### src/rtl/msk_rnd_pkg.sv
// msk_rnd_pkg: shared types and constants for the masking randomness sources.
package msk_rnd_pkg;
  localparam int LFSR_W = 64;
  // Feedback taps for x^64+x^63+x^61+x^60+1 on a left-shifting register.
  localparam logic [LFSR_W-1:0] LFSR_TAPS = 64'hD800_0000_0000_0000;
  localparam logic [LFSR_W-1:0] ZERO_SEED_SUB = 64'h0000_0000_0000_0001;
  typedef enum logic [1:0] {UNSEEDED, SEED_HI, WARM, RUN} rnd_state_e;
endpackage

### src/rtl/msk_lfsr_step.sv
// msk_lfsr_step: combinational N_RND-shift unroll of the 64-bit Fibonacci LFSR.
module msk_lfsr_step
  import msk_rnd_pkg::*;
#(
  parameter int N_RND = 8
) (
  input  logic [LFSR_W-1:0] state_i,
  output logic [LFSR_W-1:0] next_o,
  output logic [N_RND-1:0]  bits_o
);
  always_comb begin
    next_o = state_i;
    bits_o = '0;
    for (int i = 0; i < N_RND; i++) begin
      bits_o[i] = ^(next_o & LFSR_TAPS);
      next_o = {next_o[LFSR_W-2:0], bits_o[i]};
    end
  end
endmodule

### src/rtl/msk_rnd_src.sv
// msk_rnd_src: seeded LFSR randomness source with valid/ready output.
// Define MSK_RND_SRC_CNT_EN to add the saturating rnd_count handshake counter.
module msk_rnd_src
  import msk_rnd_pkg::*;
#(
  parameter int N_RND  = 8,
  parameter int WARMUP = 16
) (
  input  logic             clk,
  input  logic             rst_n,
  input  logic [31:0]      seed_in,
  input  logic             seed_valid,
  output logic             seed_ready,
  input  logic             reseed,
  output logic [N_RND-1:0] rnd_out,
  output logic             rnd_valid,
  input  logic             rnd_ready,
  output logic             busy
`ifdef MSK_RND_SRC_CNT_EN
  ,
  output logic [31:0]      rnd_count
`endif
);
  rnd_state_e state_q, state_d;
  logic [LFSR_W-1:0] lfsr_q, lfsr_d, step_next, seed_full;
  logic [N_RND-1:0] rnd_q, rnd_d, step_bits;
  logic [7:0] warm_q, warm_d;
  logic armed_q;
  logic seed_hs, out_hs;

  msk_lfsr_step #(.N_RND(N_RND)) u_step (
    .state_i(lfsr_q),
    .next_o (step_next),
    .bits_o (step_bits)
  );

  // Seed port opens one cycle after reset so reset itself shows seed_ready=0.
  assign seed_ready = armed_q && (state_q == UNSEEDED || state_q == SEED_HI);
  assign rnd_valid  = state_q == RUN;
  assign busy       = state_q != RUN;
  assign rnd_out    = rnd_q;
  assign seed_hs    = seed_valid && seed_ready;
  assign out_hs     = rnd_valid && rnd_ready;
  assign seed_full  = {seed_in, lfsr_q[31:0]};

  always_comb begin
    state_d = state_q;
    lfsr_d  = lfsr_q;
    rnd_d   = rnd_q;
    warm_d  = warm_q;
    if (reseed) begin
      state_d = UNSEEDED;
      lfsr_d  = '0;
      rnd_d   = '0;
      warm_d  = '0;
    end else begin
      case (state_q)
        UNSEEDED: if (seed_hs) begin
          lfsr_d[31:0] = seed_in;
          state_d      = SEED_HI;
        end
        SEED_HI: if (seed_hs) begin
          lfsr_d  = (seed_full == '0) ? ZERO_SEED_SUB : seed_full;
          warm_d  = '0;
          state_d = WARM;
        end
        WARM: begin
          lfsr_d = step_next;
          warm_d = warm_q + 8'd1;
          if (warm_q == 8'(WARMUP - 1)) begin
            state_d = RUN;
            rnd_d   = step_bits;
          end
        end
        RUN: if (out_hs) begin
          lfsr_d = step_next;
          rnd_d  = step_bits;
        end
      endcase
    end
  end

  always_ff @(posedge clk) begin
    if (!rst_n) begin
      state_q <= UNSEEDED;
      lfsr_q  <= '0;
      rnd_q   <= '0;
      warm_q  <= '0;
      armed_q <= 1'b0;
    end else begin
      state_q <= state_d;
      lfsr_q  <= lfsr_d;
      rnd_q   <= rnd_d;
      warm_q  <= warm_d;
      armed_q <= 1'b1;
    end
  end

`ifdef MSK_RND_SRC_CNT_EN
  logic [31:0] cnt_q, cnt_d;
  assign cnt_d     = reseed ? '0 : (out_hs && cnt_q != '1) ? cnt_q + 32'd1 : cnt_q;
  assign rnd_count = cnt_q;
  always_ff @(posedge clk) begin
    if (!rst_n) cnt_q <= '0;
    else cnt_q <= cnt_d;
  end
`endif
endmodule

### config.mk
export PLATFORM = sky130hd
export DESIGN_NAME = msk_rnd_src
export DESIGN_NICKNAME = d
export VERILOG_FILES = /design/src/rtl/msk_rnd_pkg.sv /design/src/rtl/msk_lfsr_step.sv /design/src/rtl/msk_rnd_src.sv
export SDC_FILE = /design/constraint.sdc
export NUM_CORES = 1
export LEC_CHECK = 0
export BUFFER_PORTS_ARGS = -buffer_cell sky130_fd_sc_hd__buf_2
export CAP_MARGIN = 20
export CELL_PAD_IN_SITES_DETAIL_PLACEMENT = 1
export CELL_PAD_IN_SITES_GLOBAL_PLACEMENT = 2
export CORE_MARGIN = 2
export CORE_UTILIZATION = 38
export CTS_CLUSTER_SIZE = 8
export DETAILED_ROUTE_END_ITERATION = 8
export GPL_ROUTABILITY_DRIVEN = 0
export PLACE_DENSITY = 0.86
export SLEW_MARGIN = 20
export SYNTH_ARGS = -nofsm -noshare
export SYNTH_HDL_FRONTEND = slang
export SYNTH_SLANG_ARGS = --single-unit
### constraint.sdc
create_clock -name clk -period 4.36 [get_ports clk]
set_input_delay 0.436 -clock clk [delete_from_list [all_inputs] [get_ports clk]]
set_output_delay 0.436 -clock clk [all_outputs]
set_load 0.005 [all_outputs]
# --- Word-level counts from Yosys, hierarchy flattened ---
# Index checks and enable logic that the tools add are counted.
classes:
  magnitude_cmp: 0
  eq_ne: 10
  n_div: 0
  bitwise: 1
  reduce_logical: 24
  addsub: 1
  shift: 0
  n_mux: 16
  n_mul: 0
ops:
  columns: ["cell", "n"]
  rows:
  - ["64-bit parity", 8]
  - ["64-bit two-way mux", 3]
  - ["32-bit one-hot mux with 4 select lines", 1]
  - ["32-bit one-hot mux with 3 select lines", 1]
  - ["64-bit logical NOT", 1]
  - ["32-bit two-way mux", 1]
  - ["8-bit one-hot mux with 2 select lines", 2]
  - ["8-bit two-way mux", 3]
  - ["8-bit by 1-bit adder with 8-bit output (second input constant)", 1]
  - ["8-bit by 4-bit == test with 1-bit output (second input constant)", 1]
  - ["2-bit != test (second input constant)", 4]
  - ["4-bit AND reduction", 2]
  - ["2-bit two-way mux", 3]
  - ["2-bit one-hot mux with 3 select lines", 1]
  - ["3-bit AND reduction", 2]
  - ["3-bit nonzero test", 2]
  - ["2-bit == test (second input constant)", 2]
  - ["2-bit by 1-bit != test with 1-bit output (second input constant)", 2]
  - ["2-bit nonzero test", 2]
  - ["1-bit logical AND", 3]
  - ["2-bit by 1-bit == test with 1-bit output (second input constant)", 1]
  - ["2-bit logical NOT", 1]
  - ["2-bit AND reduction", 1]
  - ["2-bit OR reduction", 1]
  - ["other kinds (3)", 3]
totals:
  output_inout_bits: 11
  register_bits: 83
  rom_bits: 0
  inputBits: 37
  word_cells: 58
  latchBits: 0
  memories: 0
  ram_bits: 0

# --- Depth between registers and ports, before layout ---
logic_depth:
  word_depth: 6
  depth_mapped: 9

# --- Modules after synthesis ---
# From an unflattened synthesis, not the netlist that was laid out.
hier_totals:
  cells_unflattened: 599
  hier_area_um2: 4629.4
by_module_without_submodules:
  columns: ["mod", "area_per_inst_um2", "seq_area_each_um2", "n_inst", "cells_per_inst"]
  rows:
  - ["msk_rnd_src", 3992.6, 1661.6, 1, 518]
  - ["msk_lfsr_step", 636.9, 0.0, 1, 81]

# --- Worst setup path before layout ---
# OpenSTA, ideal clock, no wires.
synth_timing:
  path_kind: "input -> register"
  from: "input port seed_in[13]"
  to: "register lfsr_q[0]"
  slack_ps: 2126
  setup_time_ps: 103
  arrival_ps: 2130
  cell_stages: 6
  path_cell_list: "nor4_1 > nand4_1 > or4_1 > buf_2 > a211o_4 > a2111oi_2"
synth_via:
  elab_chain_len: 3
synth_rtl:
  columns: ["element", "line", "rtl"]
  rows:
  - ["start: declaration", "msk_rnd_src.sv:11", "input logic [31:0] seed_in,"]
  - ["64-bit logical NOT", "msk_rnd_src.sv:63", "lfsr_d = (seed_full == '0) ? ZERO_SEED_SUB : seed_full;"]
  - ["2-bit by 1-bit != test with 1-bit output (no line)", null, null]
  - ["4-bit AND reduction (no line)", null, null]
  - ["end signal: assignment", "msk_rnd_src.sv:92", "lfsr_q <= lfsr_d;"]
  - ["end: declaration", "msk_rnd_src.sv:25", "logic [LFSR_W-1:0] lfsr_q, lfsr_d, step_next, seed_full;"]
# Every way passes these cells.
# A chain may end at the register's enable or synchronous reset.

# --- Final worst setup path ---
layout_timing:
  from: "register state_q[0]"
  to: "register lfsr_q[45]"
layout_via:
  elab_chain_len: 6
  word_cells_on_any_way: 13
  classes_between: "5 x eq/ne; 1 x mux; 7 x reduce/logical"
layout_rtl:
  columns: ["element", "line", "rtl"]
  rows:
  - ["start: declaration", "msk_rnd_src.sv:24", "rnd_state_e state_q, state_d;"]
  - ["start signal: assignment", "msk_rnd_src.sv:91", "state_q <= state_d;"]
  - ["2-bit by 1-bit == test with 1-bit output / 2-bit logical NOT (equally long branches)", "msk_rnd_src.sv:38, msk_rnd_src.sv:57", null]
  - ["1-bit logical OR", "msk_rnd_src.sv:38", "assign seed_ready = armed_q && (state_q == UNSEEDED || state_q == SEED_HI);"]
  - ["1-bit logical AND", "msk_rnd_src.sv:38", null]
  - ["1-bit logical AND", "msk_rnd_src.sv:42", "assign seed_hs = seed_valid && seed_ready;"]
  - ["2-bit != test (no line)", null, null]
  - ["3-bit AND reduction (no line)", null, null]
# Parallel ways exist; a longest one is shown, timed or not.

==> impl_metrics.yaml <==
sta:
  period_share_pct: 63.9
  rsz0062_at_grt: "no"
  fmax_mhz: 359
  worstMarginPinSlew_ns: 1.10
  final_hold_viol_count: 0
  min_period_ns: 2.79
  skew_ns: 0.00552
  slew_viol_final: 0
  setup_viol: 0
  setup_tns_ns: 0
  relSlewSlack_pct: 26.4
status:
  status: "finished clean"
detailed_routing:
  wl_per_cell_um: 20.2
  drt-initial-drc-count: 347
  dr.pass1.iters: 5
  detail-route-antenna-nets: 0
  drc: 0
  routed_wl_um: 14300
  vias: 4184
  viasPerCell: 5.91
setup_path:
  crit_path_max_incr_delay_ns: 0.85
  end_kind: "flip-flop"
  crit_slowest_cell: "nor3_2"
  required_ns: 4.60
  critPathBufInv: 3
  critPathMaxFanout: 50
  crit_arrival_ns: 3.03
  critical_path_class: "flip-flop to flip-flop"
  crit_chain: "inv_1, ha_2, buf_4, nor3_2, buf_12, nor2_1, a311oi_1"
  cp-start-kind: "flip-flop"
  cp_top_family: "simple AND/OR/NAND/NOR gates"
cts:
  cts_hold_buf: 0
  cts_setup_buffers: 0
  path_clk_slew_ns: 0.06
  clk_latency_ns: 0.35
  cts_num_sinks: 83
  clk_path_buf_depth: 2
  cts_resized: 0
  cts-root-buf: "clkbuf_16"
  cts_tree: "done"
  numCtsBuffers: 9
  cts_htree_levels: 3
finish:
  fin_nets: 603
  area_growth_syn_to_layout_pct: 13.5
  final_cell_area_um2: 5020
  drive_gt1_share_pct: 18.9
  nFillCells: 1375
  antenna_cells: 0
synth:
  synth_top_area_cell: "dfxtp_1"
  netlist_instances: 545
  syn_nets: 588
  synth_cell_types: 37
  synth_warnings: 0
  dominantRegCellSynth: "dfxtp_1"
  ys_seq_area_share_pct: 37.6
  synthTopCellsByArea: "dfxtp_1 38%, nand2_1 8.7%, a211oi_2 8.5%"
  synth_seq_cells: 83
  synth_async_sr_flop_share_pct: 0
  syn_avg_cell_area_um2: 8.11
  synth_edf_count: 0
  synth_top_cell_area_share_pct: 37.6
  netlist_area_um2: 4420
pwr:
  p_per_area_nw_per_um2: 359
  p_leak_nw: 1.72
  vdd_ir_drop_max_v: 0.000247
place:
  portBuffers: 47
  dpl-instance-area_um2: 4710
  hpwl_um: 9960
global_route:
  grt_max_degree: 78
  grt_usage_pct: 23.1
  grt_pass1_wl_um: 22700
  grt_pass1_vias: 4108
  antenna_found_initial: 0
  gr-total-overflow: 0
die:
  die_height_um: 112
  core_um2: 11400
  io_pins: 48
  die-area_um2: 12500
  fp-row-count: 39
  start_util_pct: 38.9
  fp.dieW_um: 112
flow_run:
  max_cap_violations: 0
worst_hold_path:
  hp-class: "input pin to flip-flop"
kinds of logic (layout without fill, tap and decap cells):
family          after synthesis  count (layout)  synth area share [%]
flops                        83              83                  37.6
simple gates                191             191                  18.3
xor+xnor                     25              25                  4.96
fa+ha+maj                     6               6                  1.70
mux                           1               1                 0.227
buf+inv                      84             104                  7.67
compound gates              155             155                  29.5
flip-flops by register name, indices dropped and copies added, names as in the netlist:
signal / cells
armed_q: 1
rnd_out: 8
warm_q: 8
state_q: 2
lfsr_q: 64
per-layer routing:
metal  share of wire [%]  up-vias  GRT usage (%)
li1                    -     1985              -
met1                  45     2046           31.3
met2                  47      130           36.2
met3                 6.0       23           5.77
met4                 2.0        0           7.41
met5                   0        -              0
stage by stage:
| stage | setup slack [ns] | power (W) | util, % | instances | hold WS [ns] |
|---|---|---|---|---|---|
| after floorplan | 2.13 | 0.000944 | - | 545 | 0.447 |
| after global placement | 1.51 | 0.00102 | 41.4 | 692 | 0.444 |
| after detailed placement | 1.43 | 0.00102 | 41.4 | 692 | 0.461 |
| after CTS | 1.41 | 0.00181 | 44.1 | 708 | 0.221 |
| after global routing | 1.29 | 0.00187 | 44.1 | 708 | 0.222 |
| final | 1.57 | 0.00180 | 44.1 | 708 | 0.230 |
cells in the mapped netlist (all sizes together) (2+ instances only):
master and number:
a21oi 42, ha 6, o311ai 23, nor2b 2, xnor2 23, nand3 4, nor4 16, nor3 3
a311oi 39, or4 2, a21boi 2, inv 35, nand2b 3, o211ai 9, buf 6, nor2 51
nand4 4, dfxtp 83, clkbuf 43, xor2 2, a211oi 32, o21ai 2, nand2 102
path summary, 6_finish.rpt:
check                           startpoint         end  slack, ns  cells past startpoint
worst min-delay path                 rst_n     armed_q       0.23                      1
worst max-delay path            state_q[0]  lfsr_q[45]       1.57                      7
worst min register to register  lfsr_q[36]  lfsr_q[44]       0.48                      2
worst max register to register  state_q[0]  lfsr_q[45]       1.57                      7
power by group:
| group | internal [W] | leakage [nW] | switching, W |
|---|---|---|---|
| combinational | 0.0000699 | 0.908 | 0.000142 |
| clock | 0.000462 | 0.138 | 0.000331 |
| sequential | 0.000778 | 0.673 | 0.0000159 |
layout make-up:
type                    count  area (µm²)  share of cell area, %
multi-input cells         378        2450                   48.8
flip-flops and latches     83        1660                   33.1
repair buffers             53         293                   5.84
clock buffers              11         243                   4.84
well taps                 143         179                   3.57
inverters                  35         131                   2.62
clock inverters             5        61.3                   1.22
cells in the final DEF (no fill, tap or decap), drive strengths merged, types with 6 or more instances in the layout:
cell type	instances
o211ai	9
a211oi	32
o311ai	23
buf	53
nor2	51
xnor2	23
dfxtp	83
a21oi	42
nor4	16
clkbuf	11
inv	36
ha	6
a311oi	39
nand2	102
No activity file was read; power rests on OpenSTA's default activity.
